[config.mk]
export PLATFORM = sky130hd
export DESIGN_NAME = f_fetch_unit_flat
export DESIGN_NICKNAME = d
export VERILOG_FILES = /design/src/rtl/f_fetch_unit_if.sv /design/src/rtl/f_fetch_unit.sv /design/src/flat_wrapper.sv
export SDC_FILE = /design/constraint.sdc
export NUM_CORES = 1
export LEC_CHECK = 0
export CAP_MARGIN = 20
export CORE_MARGIN = 5
export CORE_UTILIZATION = 34
export CTS_CLUSTER_SIZE = 25
export DETAILED_ROUTE_END_ITERATION = 16
export PLACE_DENSITY = 0.74
export SLEW_MARGIN = 30
export SYNTH_ARGS = -nofsm -noshare
export SYNTH_HDL_FRONTEND = slang
export SYNTH_SLANG_ARGS = --single-unit
[constraint.sdc]
create_clock -name clk -period 5 [get_ports clk]
set_input_delay 0.75 -clock clk [delete_from_list [all_inputs] [get_ports clk]]
set_output_delay 0.75 -clock clk [all_outputs]
set_load 0.01 [all_outputs]
[src/rtl/f_fetch_unit_if.sv]
// rtl/f_fetch_unit_if.sv - instruction-memory request/grant/rvalid bus
interface f_fetch_unit_if;
    logic        imem_req;
    logic [31:0] imem_addr;
    logic        imem_gnt;
    logic        imem_rvalid;
    logic [31:0] imem_rdata;

    modport master (
        output imem_req,
        output imem_addr,
        input  imem_gnt,
        input  imem_rvalid,
        input  imem_rdata
    );

    modport slave (
        input  imem_req,
        input  imem_addr,
        output imem_gnt,
        output imem_rvalid,
        output imem_rdata
    );
endinterface

[src/rtl/f_fetch_unit.sv]
// rtl/f_fetch_unit.sv - IF stage: PC_F, imem sequencing and F/D pipeline register
module f_fetch_unit #(
    parameter logic [31:0] RESET_PC = 32'h0000_3000
) (
    input  logic                  clk,
    input  logic                  reset,
    f_fetch_unit_if.master        imem,
    input  logic [31:0]           npc_f,
    input  logic                  stall_d,
    output logic [31:0]           pc_f,
    output logic [31:0]           instr_d,
    output logic [31:0]           pc_d,
    output logic [31:0]           pc8_d,
    output logic                  valid_d
);
    typedef enum logic [1:0] {S_REQ, S_WAIT, S_HOLD} state_t;

    state_t      state_q;
    state_t      state_d;
    logic [31:0] buf_q;
    logic [31:0] tgt_q;
    logic        tgt_held;
    logic        data_ok;
    logic [31:0] data;
    logic        xfer;
    logic        bubble;
    logic        buf_load;

    always_comb begin
        state_d  = state_q;
        data_ok  = 1'b0;
        data     = buf_q;
        buf_load = 1'b0;
        case (state_q)
            S_REQ: begin
                if (imem.imem_gnt) state_d = S_WAIT;
            end
            S_WAIT: begin
                if (imem.imem_rvalid) begin
                    data_ok = 1'b1;
                    data    = imem.imem_rdata;
                    if (stall_d) begin
                        buf_load = 1'b1;
                        state_d  = S_HOLD;
                    end else begin
                        state_d  = S_REQ;
                    end
                end
            end
            S_HOLD: begin
                data_ok = 1'b1;
                if (!stall_d) state_d = S_REQ;
            end
            default: state_d = S_REQ;
        endcase
    end

    assign xfer           = data_ok && !stall_d;
    assign bubble         = !data_ok && !stall_d;
    assign imem.imem_req  = (state_q == S_REQ);
    assign imem.imem_addr = {pc_f[31:2], 2'b00};
    assign pc8_d          = pc_d + 32'd8;

    always_ff @(posedge clk) begin
        if (reset) begin
            state_q  <= S_REQ;
            pc_f     <= RESET_PC;
            instr_d  <= 32'd0;
            pc_d     <= 32'd0;
            valid_d  <= 1'b0;
            buf_q    <= 32'd0;
            tgt_q    <= 32'd0;
            tgt_held <= 1'b0;
        end else begin
            state_q <= state_d;
            if (buf_load) buf_q <= imem.imem_rdata;
            if (xfer) begin
                instr_d  <= data;
                pc_d     <= pc_f;
                valid_d  <= 1'b1;
                pc_f     <= tgt_held ? tgt_q : npc_f;
                tgt_held <= 1'b0;
            end else if (bubble) begin
                instr_d <= 32'd0;
                pc_d    <= pc_f;
                valid_d <= 1'b0;
                // The D instruction is leaving before its delay slot arrives,
                // so npc_f will stop reflecting it; keep its redirect now.
                if (valid_d && !tgt_held) begin
                    tgt_q    <= npc_f;
                    tgt_held <= 1'b1;
                end
            end
        end
    end
endmodule

[src/flat_wrapper.sv]
// flat-port wrapper written by rule: the top's interface ports become plain ports
module f_fetch_unit_flat 
#(
    parameter logic [31:0] RESET_PC = 32'h0000_3000
)
  (clk, reset, npc_f, stall_d, pc_f, instr_d, pc_d, pc8_d, valid_d, imem_imem_req, imem_imem_addr, imem_imem_gnt, imem_imem_rvalid, imem_imem_rdata);
  f_fetch_unit_if imem_i ();
  input  logic clk;
  input  logic reset;
  input  logic [31:0] npc_f;
  input  logic stall_d;
  output logic [31:0] pc_f;
  output logic [31:0] instr_d;
  output logic [31:0] pc_d;
  output logic [31:0] pc8_d;
  output logic valid_d;
  output wire logic [$bits(imem_i.imem_req)-1:0] imem_imem_req;
  output wire logic [$bits(imem_i.imem_addr)-1:0] imem_imem_addr;
  input wire logic [$bits(imem_i.imem_gnt)-1:0] imem_imem_gnt;
  input wire logic [$bits(imem_i.imem_rvalid)-1:0] imem_imem_rvalid;
  input wire logic [$bits(imem_i.imem_rdata)-1:0] imem_imem_rdata;
  assign imem_imem_req = imem_i.imem_req;
  assign imem_imem_addr = imem_i.imem_addr;
  assign imem_i.imem_gnt = imem_imem_gnt;
  assign imem_i.imem_rvalid = imem_imem_rvalid;
  assign imem_i.imem_rdata = imem_imem_rdata;
  f_fetch_unit #(.RESET_PC(RESET_PC)) u_core (.clk(clk), .reset(reset), .imem(imem_i), .npc_f(npc_f), .stall_d(stall_d), .pc_f(pc_f), .instr_d(instr_d), .pc_d(pc_d), .pc8_d(pc8_d), .valid_d(valid_d));
endmodule
# [After elaboration in Yosys (flattened, before gate mapping)]
# Cells that the tools add are included.
[word_totals] reg_bits=164 output_inout_bits=162
[classes] n_addsub=1 eq_ne=5 mux=19 bitwise=1 n_reduce_logical=12
[op_table] op="$mux 32" n=7
[op_table] op="$add 32x4->32 const B" n=1
[op_table] op="$mux 2" n=4
[op_table] op="$mux 1" n=6
[op_table] op="$pmux 2 s3" n=1
[op_table] op="$reduce_and 3->1" n=2
[op_table] op="$ne 2x2->1 const B" n=2
[op_table] op="$logic_and 1x1->1" n=3
[op_table] op="$logic_not 1->1" n=3
[op_table] op="$eq 2x1->1 const B" n=1
[op_table] op="$eq 2x2->1 const B" n=1
[op_table] op="$logic_not 2->1" n=1
[op_table] op="$ne 2x1->1 const B" n=1
[op_table] op="$pmux 1 s2" n=1
[op_table] op="$reduce_and 2->1" n=1
[op_table] op="$reduce_bool 2->1" n=1
[op_table] op="$reduce_or 2->1" n=1
[op_table] op="$not 1->1" n=1

# [Depth between registers and ports, before layout]
# Gate-level depths: netlist of the first run.
[depth] ltp_word=6 depth_mapped=8 ltp_nobuf=6

# [Least setup slack after synthesis of the first run]
# No wires, ideal clock.
[synth_path] path_type="flip-flop to output port" from="reg u_core.pc_d[3]" to="out pc8_d[31]" t_arrival_ns=1.679 required_ns=4.250 path_slack_ns=2.571 stages_incl_launch_ff=6 path_buffers=0 path_cell_list="dfxtp_1 ha_1 nand4_2 nor4_4 nand4_1 xnor2_1"
[synth_via] elab_chain_cells=1
[synth_rtl] item="start, declared" line_no="f_fetch_unit.sv:12" text="output logic [31:0] pc_d,"
[synth_rtl] item="start signal, assigned" line_no="f_fetch_unit.sv:79" text="pc_d <= pc_f;"
[synth_rtl] item="start signal, assigned" line_no="f_fetch_unit.sv:85" text="pc_d <= pc_f;"
[synth_rtl] item="$add 32x4->32" line_no="f_fetch_unit.sv:62" text="assign pc8_d = pc_d + 32'd8;"
[synth_rtl] item="end, declared" line_no="flat_wrapper.sv:15" text="output logic [31:0] pc8_d;"
# No other way between the ends.

# [Worst setup path after layout of the first run]
# Same ends and word-level chain as after synthesis.

==> out/qor.txt, run 1 <==
CTS tree: yes
Synth async-reset ratio: 0
Most frequent cells after synthesis: dfxtp_1, nor2_1, mux2i_1, nand2_1, buf_4
Cell Pwr Density: 303.3 mW/mm2
Mapped Avg Cell Area: 9.307 um2
Max-cap violation count: 0
Die area: 0.02431 mm2
Placed Cells: 1,200
Initial antenna violation count: 0
Max-slew violations: 0
Levels on crit path: 6
Hold_buf cts: 0
Minimum clock period: 3.685 ns
Critical Path AT: 2.94 ns
Die extent in x: 155.9 um
Core area: 0.02102 mm2
Rows: 53
Fin util: 0.4796
Slowest cell on crit path: nor4_4
DRC Markers: 0
Largest net degree at the start of global routing: 85
CP required: 4.25 ns
Slowest stage delay, CP: 0.68 ns
Total GRT Usage: 0.1585
Via density: 4.871
Reg2Reg Depth: 7
Share of post-route cells with drive strength above 1: 0.09091
Min-delay src: u_core.buf_q[4]
Hold crit path type: flop to flop
Critical R2R Capture: u_core.tgt_q[29]
Post-synthesis cell area: 0.007241 mm2
Mapped Cells: 778
GPL Wtd Cong: 0.7891
HPWL after detailed placement: 13,450 um
Max Fclk: 271.4 MHz
Fill cells: 1,947
Most common cell in the netlist: dfxtp_1
Cts bufs inserted: 17
Crit-path max FO: 8
Final worst path period share: 0.7370
Number of global-route vias before repair: 5,977
Slew headroom: 0.3891
Post-CTS sizing: 0
Drt pass-1 iters: 5
Seq cells post-synth: 164
Total grt overflow: 0
Worst r2r src: u_core.state_q[0]
Initial Util: 0.3444
Distinct cells, synth: 35
Seq/Total Area, Yosys: 0.4534
RSZ-0062 raised after global routing: false
Die Height: 155.9 um
First-pass GRT wire length: 31,350 um
EDFF count, synth: 0
Setup TNS: 0 ns
Antenna-violating nets left: 0
Final setup violation count: 0
Primary FF master, synth: dfxtp_1
Flop-to-flop setup slack: 2.44 ns
PortBufs: 228
Finished Layout Cells: 1,232
Pre-CTS setup slack: 1.695 ns
CP bufs+invs: 1
WL/cell: 15.91 um
Top area cells in the synthesized netlist: dfxtp_1, mux2i_1, nor2_1
Layout Skew: 0.01087 ns
Total power: 3.057 mW
Area leader, netlist: dfxtp_1
Area delta synth->final: 39.23%
Layout Nets: 1,018
CTS sink cnt: 164
Area share of the largest cell type after synthesis: 0.4534
H-Tree Depth: 4
Final hold violations: 0
Setup ws final: 1.315 ns
Hold path endpoint: u_core.buf_q[4]
Status: finished clean
Clock Tree Buf Depth: 2
Hold Crit Depth: 2
Crit-path cells: ha_1, nand4_2, nor4_4, nand4_1, xnor2_1, clkdlybuf4s50_1
Post CTS Setup Buffer Count: 0
Clock transition at the registers of the reported paths: 0.07 ns
N_diodes: 0
Worst slew pin tran: 0.9164 ns
Routed via count: 6,001
Num ports: 231
Leak: 3.572 nW
Warnings, synthesis: 0
WS Path Type: flop to output port
Crit end category: output port
CP delay by family, top: simple AND/OR/NAND/NOR gates
Root Driver: clkbuf_16
Final WL: 19,600 um
Startpoint types: flop
VDD IR max: 0.2069 mV
Clock Latency Late Sink: 0.42 ns
Drt first-iter violations: 212
==> cell usage in the layout (no fill, tap or decap), types with 2 or more instances in the layout <==
cell | netlist | layout
a21oi_1 | 36 | 36
and2_1 | 2 | 2
nand4_1 | 7 | 7
nor4_4 | 2 | 2
nand2_1 | 75 | 74
and4_1 | 2 | 2
clkinvlp_4 | 0 | 2
mux2i_1 | 96 | 96
nand3_1 | 10 | 10
bufinv_16 | 0 | 4
ha_1 | 5 | 5
a22oi_1 | 33 | 33
conb_1 | 1 | 2
dfxtp_1 | 164 | 163
inv_1 | 9 | 9
inv_8 | 0 | 3
nand4_2 | 2 | 2
buf_4 | 38 | 12
and3_1 | 4 | 4
xor2_1 | 4 | 4
clkdlybuf4s50_1 | 0 | 226
a211o_1 | 2 | 2
mux2_2 | 33 | 33
a211oi_1 | 31 | 31
nor2_1 | 135 | 135
inv_6 | 0 | 4
or3_1 | 2 | 2
clkbuf_16 | 0 | 17
xnor2_1 | 23 | 23
==> per-stage QoR <==
stage               hold slack [ns]  area [um2]
floorplan                    0.4329        7244
global placement             0.4388        9427
detailed placement           0.4464        9427
CTS                          0.4559       10080
global route                 0.4756       10080
finish                       0.4537       10080
==> per-layer routing <==
layer  part of all wire  routed length [um]  vias up  GRT usage
li1                   -                   -     2962          -
met1               0.43                8454     2839     0.1938
met2               0.49                9693      182     0.2732
met3              0.063                1232       18    0.04549
met4              0.011                 217        0    0.04252
met5                  0                   0        -          0
==> where the power goes <==
part	internal [mW]	switching, mW	leakage (nW)	total (mW)
clock	0.868	0.576	0.314	1.44
sequential	1.33	0.0203	1.32	1.35
combinational	0.140	0.126	1.93	0.266
==> state kept, by name, summed over array words and instances, names as in the netlist <==
register and cells:
u_core.buf_q 32, u_core.instr_d 32, u_core.pc_d 32, u_core.pc_f 32, u_core.tgt_q 32, u_core.state_q 2
u_core.tgt_held 1, u_core.valid_d 1
==> cell type report <==
cell class / instances / area (um2) / share of cell area
clock inverters: 14 / 212.7 / 0.02110
multi-input cells: 514 / 3415 / 0.3387
repair buffers: 238 / 2352 / 0.2333
flip-flops and latches: 164 / 3284 / 0.3258
inverters: 9 / 33.78 / 0.003351
clock buffers: 18 / 439.2 / 0.04356
well taps: 275 / 344.1 / 0.03413
==> worst max path at each step <==
stage	startpoint	end	slack, ns
after floorplan	u_core.pc_d[3]	pc8_d[31]	2.57
final	u_core.pc_d[3]	pc8_d[31]	1.31
after global routing	u_core.pc_d[3]	pc8_d[31]	1.04
after detailed placement	u_core.pc_d[3]	pc8_d[31]	1.70
after global placement	u_core.pc_d[3]	pc8_d[31]	1.76
after CTS	u_core.pc_d[3]	pc8_d[31]	1.22
==> worst register-to-register path: cells and delay by family (launching register included) <==
family,cells,cell delay (ns)
compound gates,2,1.10
flops,1,0.39
buf+inv,2,0.44
simple gates,1,0.05
mux,1,0.21
fa+ha+maj,1,0.24
==> cells by family after synthesis <==
group / after synthesis / synth area share
other cells: 1 / 0.0005179
flops: 164 / 0.4534
fa+ha+maj: 5 / 0.008640
mux: 129 / 0.1840
xor+xnor: 27 / 0.03266
simple gates: 246 / 0.1467
buf+inv: 101 / 0.07655
compound gates: 105 / 0.09746
Power figures use the tool's default switching activity.
==> inputs of run 2 (changes only) <==
clock period = 3.48 ns   (was 5 ns; I/O delays follow)
==> run 2 against run 1 <==
Register-to-register slack worse by 1.2 ns. Cell count increased by 0.32%. Die area stayed put. Via count grew 0.23%. Sequential share of layout area is 0.081 points lower. Critical endpoint is now pc8_d[22]. Largest cell class unchanged.
==> out/qor.txt, run 2 (synthesis gave the netlist of run 1 again) <==
Die extent in x: 155.9 um (unchanged)
Most frequent cells in the layout: clkdlybuf4s50_1, dfxtp_1, nor2_1 (unchanged)
Clock Tree Buf Depth: 2 (unchanged)
Area delta synth->final: 39.57% (was 39.23%)
Worst slew pin tran: 0.6992 ns (was 0.9164 ns)
Setup TNS: 0 ns (unchanged)
Total power: 4.268 mW (was 3.057 mW)
Hold crit path type: flop to flop (unchanged)
Via density: 4.867 (was 4.871)
Rows: 53 (unchanged)
Number of global-route vias before repair: 5,948 (was 5,977)
Critical Path AT: 2.66 ns (was 2.94 ns)
GPL Wtd Cong: 0.7491 (was 0.7891)
WS Path Type: flop to output port (unchanged)
Met2 Usage GRT: 0.2720 (was 0.2732)
H-Tree Depth: 4 (unchanged)
Initial antenna violation count: 0 (unchanged)
CP required: 2.96 ns (was 4.25 ns)
Initial Util: 0.3444 (unchanged)
Antenna-violating nets left: 0 (unchanged)
Max Fclk: 314.6 MHz
Num ports: 231 (unchanged)
Share of post-route cells with drive strength above 1: 0.09365 (was 0.09091)
Die Height: 155.9 um (unchanged)
Reg2Reg Depth: 7 (unchanged)
GR Layer Usage met3: 0.05465 (was 0.04549)
First-pass GRT wire length: 31,560 um (was 31,350 um)
Slew headroom: 0.5339 (was 0.3891)
Leak: 3.586 nW (was 3.572 nW)
Most common cell after layout, fill and taps aside: clkdlybuf4s50_1 (unchanged)
HPWL after detailed placement: 13,590 um (was 13,450 um)
Max-cap violation count: 0 (unchanged)
Routed via count: 6,015 (was 6,001)
M1 GR Usage: 0.1969 (was 0.1938)
PortBufs: 228 (unchanged)
Worst hold margin: 0.4525 ns (was 0.4537 ns)
Final worst path period share: 0.9135
CP bufs+invs: 1 (unchanged)
Final setup violation count: 0 (unchanged)
WL/cell: 15.98 um (was 15.91 um)
Largest net degree at the start of global routing: 84 (was 85)
Crit-path max FO: 7 (was 8)
Slowest cell on crit path: nor4_4 (unchanged)
Cell Pwr Density: 422.3 mW/mm2 (was 303.3 mW/mm2)
Total grt overflow: 0 (unchanged)
Drt first-iter violations: 230 (was 212)
Cts bufs inserted: 17 (unchanged)
Root Driver: clkbuf_16 (unchanged)
Hold Crit Depth: 2 (unchanged)
Levels on crit path: 5 (was 6)
Die area: 0.02431 mm2 (unchanged)
Minimum clock period: 3.179 ns
Max-slew violations: 0 (unchanged)
Gr busiest metal: met2 (unchanged)
Crit end category: output port (unchanged)
Layout Nets: 1,022 (was 1,018)
N_diodes: 0 (unchanged)
Final hold violations: 0 (unchanged)
CP delay by family, top: simple AND/OR/NAND/NOR gates (unchanged)
VDD IR max: 0.3031 mV (was 0.2069 mV)
Total GRT Usage: 0.1612 (was 0.1585)
Layout Skew: 0.01119 ns (was 0.01087 ns)
CTS sink cnt: 164 (unchanged)
RSZ-0062 raised after global routing: false (unchanged)
Final WL: 19,750 um (was 19,600 um)
Clock Latency Late Sink: 0.43 ns (was 0.42 ns)
Crit-path cells: nand4_4, nor4_4, nand3_1, xnor2_1, clkdlybuf4s50_1 (was ha_1, nand4_2, nor4_4, nand4_1, xnor2_1, clkdlybuf4s50_1)
CTS tree: yes (unchanged)
Drt pass-1 iters: 5 (unchanged)
Clock transition at the registers of the reported paths: 0.07 ns (about the same)
Slowest stage delay, CP: 0.62 ns (was 0.68 ns)
Status: finished clean (unchanged)
Core area: 0.02102 mm2 (unchanged)
Startpoint types: flop (unchanged)
DRC Markers: 0 (unchanged)
Post-CTS sizing: 0 (unchanged)
-- run 2: cell types whose count changed in the layout (fill, tap and decap cells not counted), sizes merged --
cell	before	now
inv	16	17
clkinv	1	3
clkbuf	18	17
bufinv	4	2
buf	12	16
-- run 2: worst paths after layout --
| path | startpoint | endpoint | slack [ns] |
|---|---|---|---|
| max | u_core.pc_d[8] | pc8_d[22] | 0.30 |
| min | u_core.buf_q[23] | u_core.buf_q[23] | 0.45 |
| max reg2reg | u_core.state_q[0] | u_core.tgt_q[17] | 1.22 |
| min reg2reg | u_core.buf_q[23] | u_core.buf_q[23] | 0.45 |
-- run 2: metal layers --
metal  routed length [um]  share of wire  up-vias
met2                 9690           0.49      160
met5                    0              0        -
met1                 8443           0.43     2861
met3                 1353          0.069       19
met4                  262          0.013        0
li1                     -              -     2975
-- run 2: worst reg2reg max path, stage by stage (launching register included) --
cell and delay (ns):
dfxtp_1 0.40, inv_1 0.08, ha_1 0.23, a21oi_1 0.25, o211a_2 0.61, buf_12 0.29
mux2i_1 0.22, nor2_1 0.06
-- run 2: metrics by stage --
step / cells / area [um2] / setup slack, ns / utilization
2_1_floorplan: 779 / 7244 / 1.279 / -
3_3_place_gp: 1202 / 9479 / 0.4931 / 0.4509
3_5_place_dp: 1202 / 9479 / 0.4471 / 0.4509
4_1_cts: 1234 / 10090 / 0.08818 / 0.4800
5_1_grt: 1236 / 10110 / 0.09515 / 0.4807
6_report: 1236 / 10110 / 0.3011 / 0.4807
-- run 2: timing repair --
item / in CTS / in global routing
gates cloned: 0 / 0
buffers inserted: 0 / 2
pin swaps: 1 / 1
endpoints found under the setup margin: 1 / 4
hold buffers: 0 / 0
-- run 2: power breakdown --
group | switching (mW) | internal [mW]
sequential | 0.0284 | 1.91
combinational | 0.183 | 0.205
clock | 0.853 | 1.09
total | 1.06 | 3.20
-- run 2: cell type report --
type                            count  area [um2]
Multi-Input combinational cell    514        3412
Sequential cell                   164        3284
Fill cell                        1978       10920
Inverter                            9       33.78
Timing Repair Buffer              242        2420
Clock buffer                       17       425.4
Tap cell                          275       344.1
Clock inverter                     15       186.4
==> inputs of run 3 (changes only) <==
PLACE_DENSITY = 0.63   (was 0.74)
==> run 3 against run 2 <==
Final area shrank 0.69%. First-iteration DRC count grew 7.0%. Register-to-register slack gained 0.15 ns. Count of clock-buffer cells in the layout grew 1. Non-clock buffer count shrank 2. Die area is the same. Combinational power is essentially flat. Critical endpoint is now pc8_d[30].
==> out/qor.txt, run 3 (synthesis gave the netlist of run 1 again) <==
Cell Pwr Density: 414.3 mW/mm2 (was 422.3 mW/mm2)
Final WL: 19,650 um (was 19,750 um)
Leak: 3.558 nW (was 3.586 nW)
Die extent in x: 155.9 um (unchanged)
Clock Tree Buf Depth: 2 (unchanged)
Slew headroom: 0.5006 (was 0.5339)
PortBufs: 228 (unchanged)
Share of post-route cells with drive strength above 1: 0.08986 (was 0.09365)
Routed via count: 5,902 (was 6,015)
Drt pass-1 iters: 4 (was 5)
Core area: 0.02102 mm2 (unchanged)
Die Height: 155.9 um (unchanged)
Startpoint types: flop (unchanged)
First-pass GRT wire length: 30,890 um (was 31,560 um)
GPL Wtd Cong: 0.7646 (was 0.7491)
Num ports: 231 (unchanged)
Max-slew violations: 0 (unchanged)
N_diodes: 0 (unchanged)
Layout Skew: 0.01193 ns (was 0.01119 ns)
Final setup violation count: 0 (unchanged)
Hold crit path type: flop to flop (unchanged)
DRC Markers: 0 (unchanged)
Number of global-route vias before repair: 5,677 (was 5,948)
Max-cap violation count: 0 (unchanged)
Drt first-iter violations: 246 (was 230)
Area delta synth->final: 38.60% (was 39.57%)
Minimum clock period: 3.195 ns (was 3.179 ns)
Most frequent cells in the layout: clkdlybuf4s50_1, dfxtp_1, nor2_1 (unchanged)
Cell area after placement: 0.009459 mm2 (was 0.009479 mm2)
Largest net degree at the start of global routing: 92 (was 84)
Crit-path max FO: 7 (unchanged)
Clock Latency Late Sink: 0.42 ns (was 0.43 ns)
Antenna-violating nets left: 0 (unchanged)
Die area: 0.02431 mm2 (unchanged)
Fin util: 0.4774 (was 0.4807)
H-Tree Depth: 4 (unchanged)
WL/cell: 15.95 um (was 15.98 um)
CP required: 2.96 ns (about the same)
Total GRT Usage: 0.1579 (was 0.1612)
Critical Path AT: 2.67 ns (was 2.66 ns)
Hold_buf cts: 0 (unchanged)
Clock transition at the registers of the reported paths: 0.06 ns (was 0.07 ns)
Initial Util: 0.3444 (unchanged)
RSZ-0062 raised after global routing: false (unchanged)
Worst slew pin tran: 0.7491 ns (was 0.6992 ns)
WS Path Type: flop to output port (unchanged)
Initial antenna violation count: 0 (unchanged)
Cell area after layout: 0.01004 mm2 (was 0.01011 mm2)
CTS sink cnt: 164 (unchanged)
Final hold violations: 0 (unchanged)
Cts bufs inserted: 17 (unchanged)
Via density: 4.791 (was 4.867)
Max Fclk: 313.0 MHz (was 314.6 MHz)
Rows: 53 (unchanged)
CTS tree: yes (unchanged)
Final worst path period share: 0.9180 (was 0.9135)
Most common cell after layout, fill and taps aside: clkdlybuf4s50_1 (unchanged)
Crit end category: output port (unchanged)
Status: finished clean (unchanged)
Root Driver: clkbuf_16 (unchanged)
Layout Nets: 1,020 (was 1,022)
Setup TNS: 0 ns (unchanged)
Total grt overflow: 0 (unchanged)
VDD IR max: 0.2673 mV (was 0.3031 mV)
HPWL after detailed placement: 13,360 um (was 13,590 um)
Fill cells: 2,034 (was 1,978)
## run 3: changes by cell type in the layout (fill, tap and decap cells not counted)
| cell | change |
|---|---|
| clkbuf_8 | +1 |
| clkinv_2 | +4 |
| buf_12 | -1 |
| buf_4 | -1 |
| clkinv_8 | -1 |
| inv_6 | -2 |
| inv_8 | -3 |
| clkinv_4 | -1 |
## run 3: final timing paths
check                endpoint  slack [ns]              start  cells after the start
max                 pc8_d[30]        0.29    u_core.pc_d[13]                      5
min           u_core.buf_q[0]        0.45    u_core.buf_q[0]                      2
max reg2reg  u_core.tgt_q[17]        1.37  u_core.state_q[0]                      7
min reg2reg   u_core.buf_q[0]        0.45    u_core.buf_q[0]                      2
## run 3: layer usage
metal	GRT usage	share of wire	vias to the layer above	wire length (um)
li1	-	-	2973	-
met1	0.2011	0.45	2760	8879
met2	0.2665	0.48	161	9426
met3	0.04660	0.061	8	1196
met4	0.03293	0.0072	0	142
met5	0	0	-	0
## run 3: timing repair
| item | CTS | global route |
|---|---|---|
| setup buffers | 0 | 1 |
| gates resized for setup | 0 | 0 |
| pin swaps | 1 | 1 |
| endpoints found under the setup margin | 1 | 1 |
## run 3: layout make-up
class,count,area [um2],area share
Clock buffer,18,439.2,0.04376
Clock inverter,12,130.1,0.01297
Inverter,9,33.78,0.003366
Multi-Input combinational cell,514,3412,0.3400
Sequential cell,164,3284,0.3273
Tap cell,275,344.1,0.03428
Timing Repair Buffer,240,2392,0.2384
## run 3: metrics by stage
stage	total power, mW	hold WS, ns	setup slack [ns]	instances
final	4.158	0.4516	0.2853	1232
after global routing	4.325	0.4524	0.04242	1232
after CTS	4.223	0.4460	0.09770	1231
after detailed placement	2.367	0.4456	0.4458	1201
after global placement	2.365	0.4380	0.4850	1201
after floorplan	2.181	0.4329	1.279	779
## run 3: worst max-delay path, cell delays in order, from the launching register on
cell	delay [ns]
dfxtp_1	0.46
nand4_2	0.21
nor4_4	0.66
nand4_1	0.19
xnor2_1	0.17
clkdlybuf4s50_1	0.56
## run 3: where the power goes
group	internal, mW	switching, mW	total, mW
Sequential	1.91	0.0282	1.94
Combinational	0.204	0.182	0.386
Clock	1.07	0.765	1.84
Total	3.18	0.975	4.16
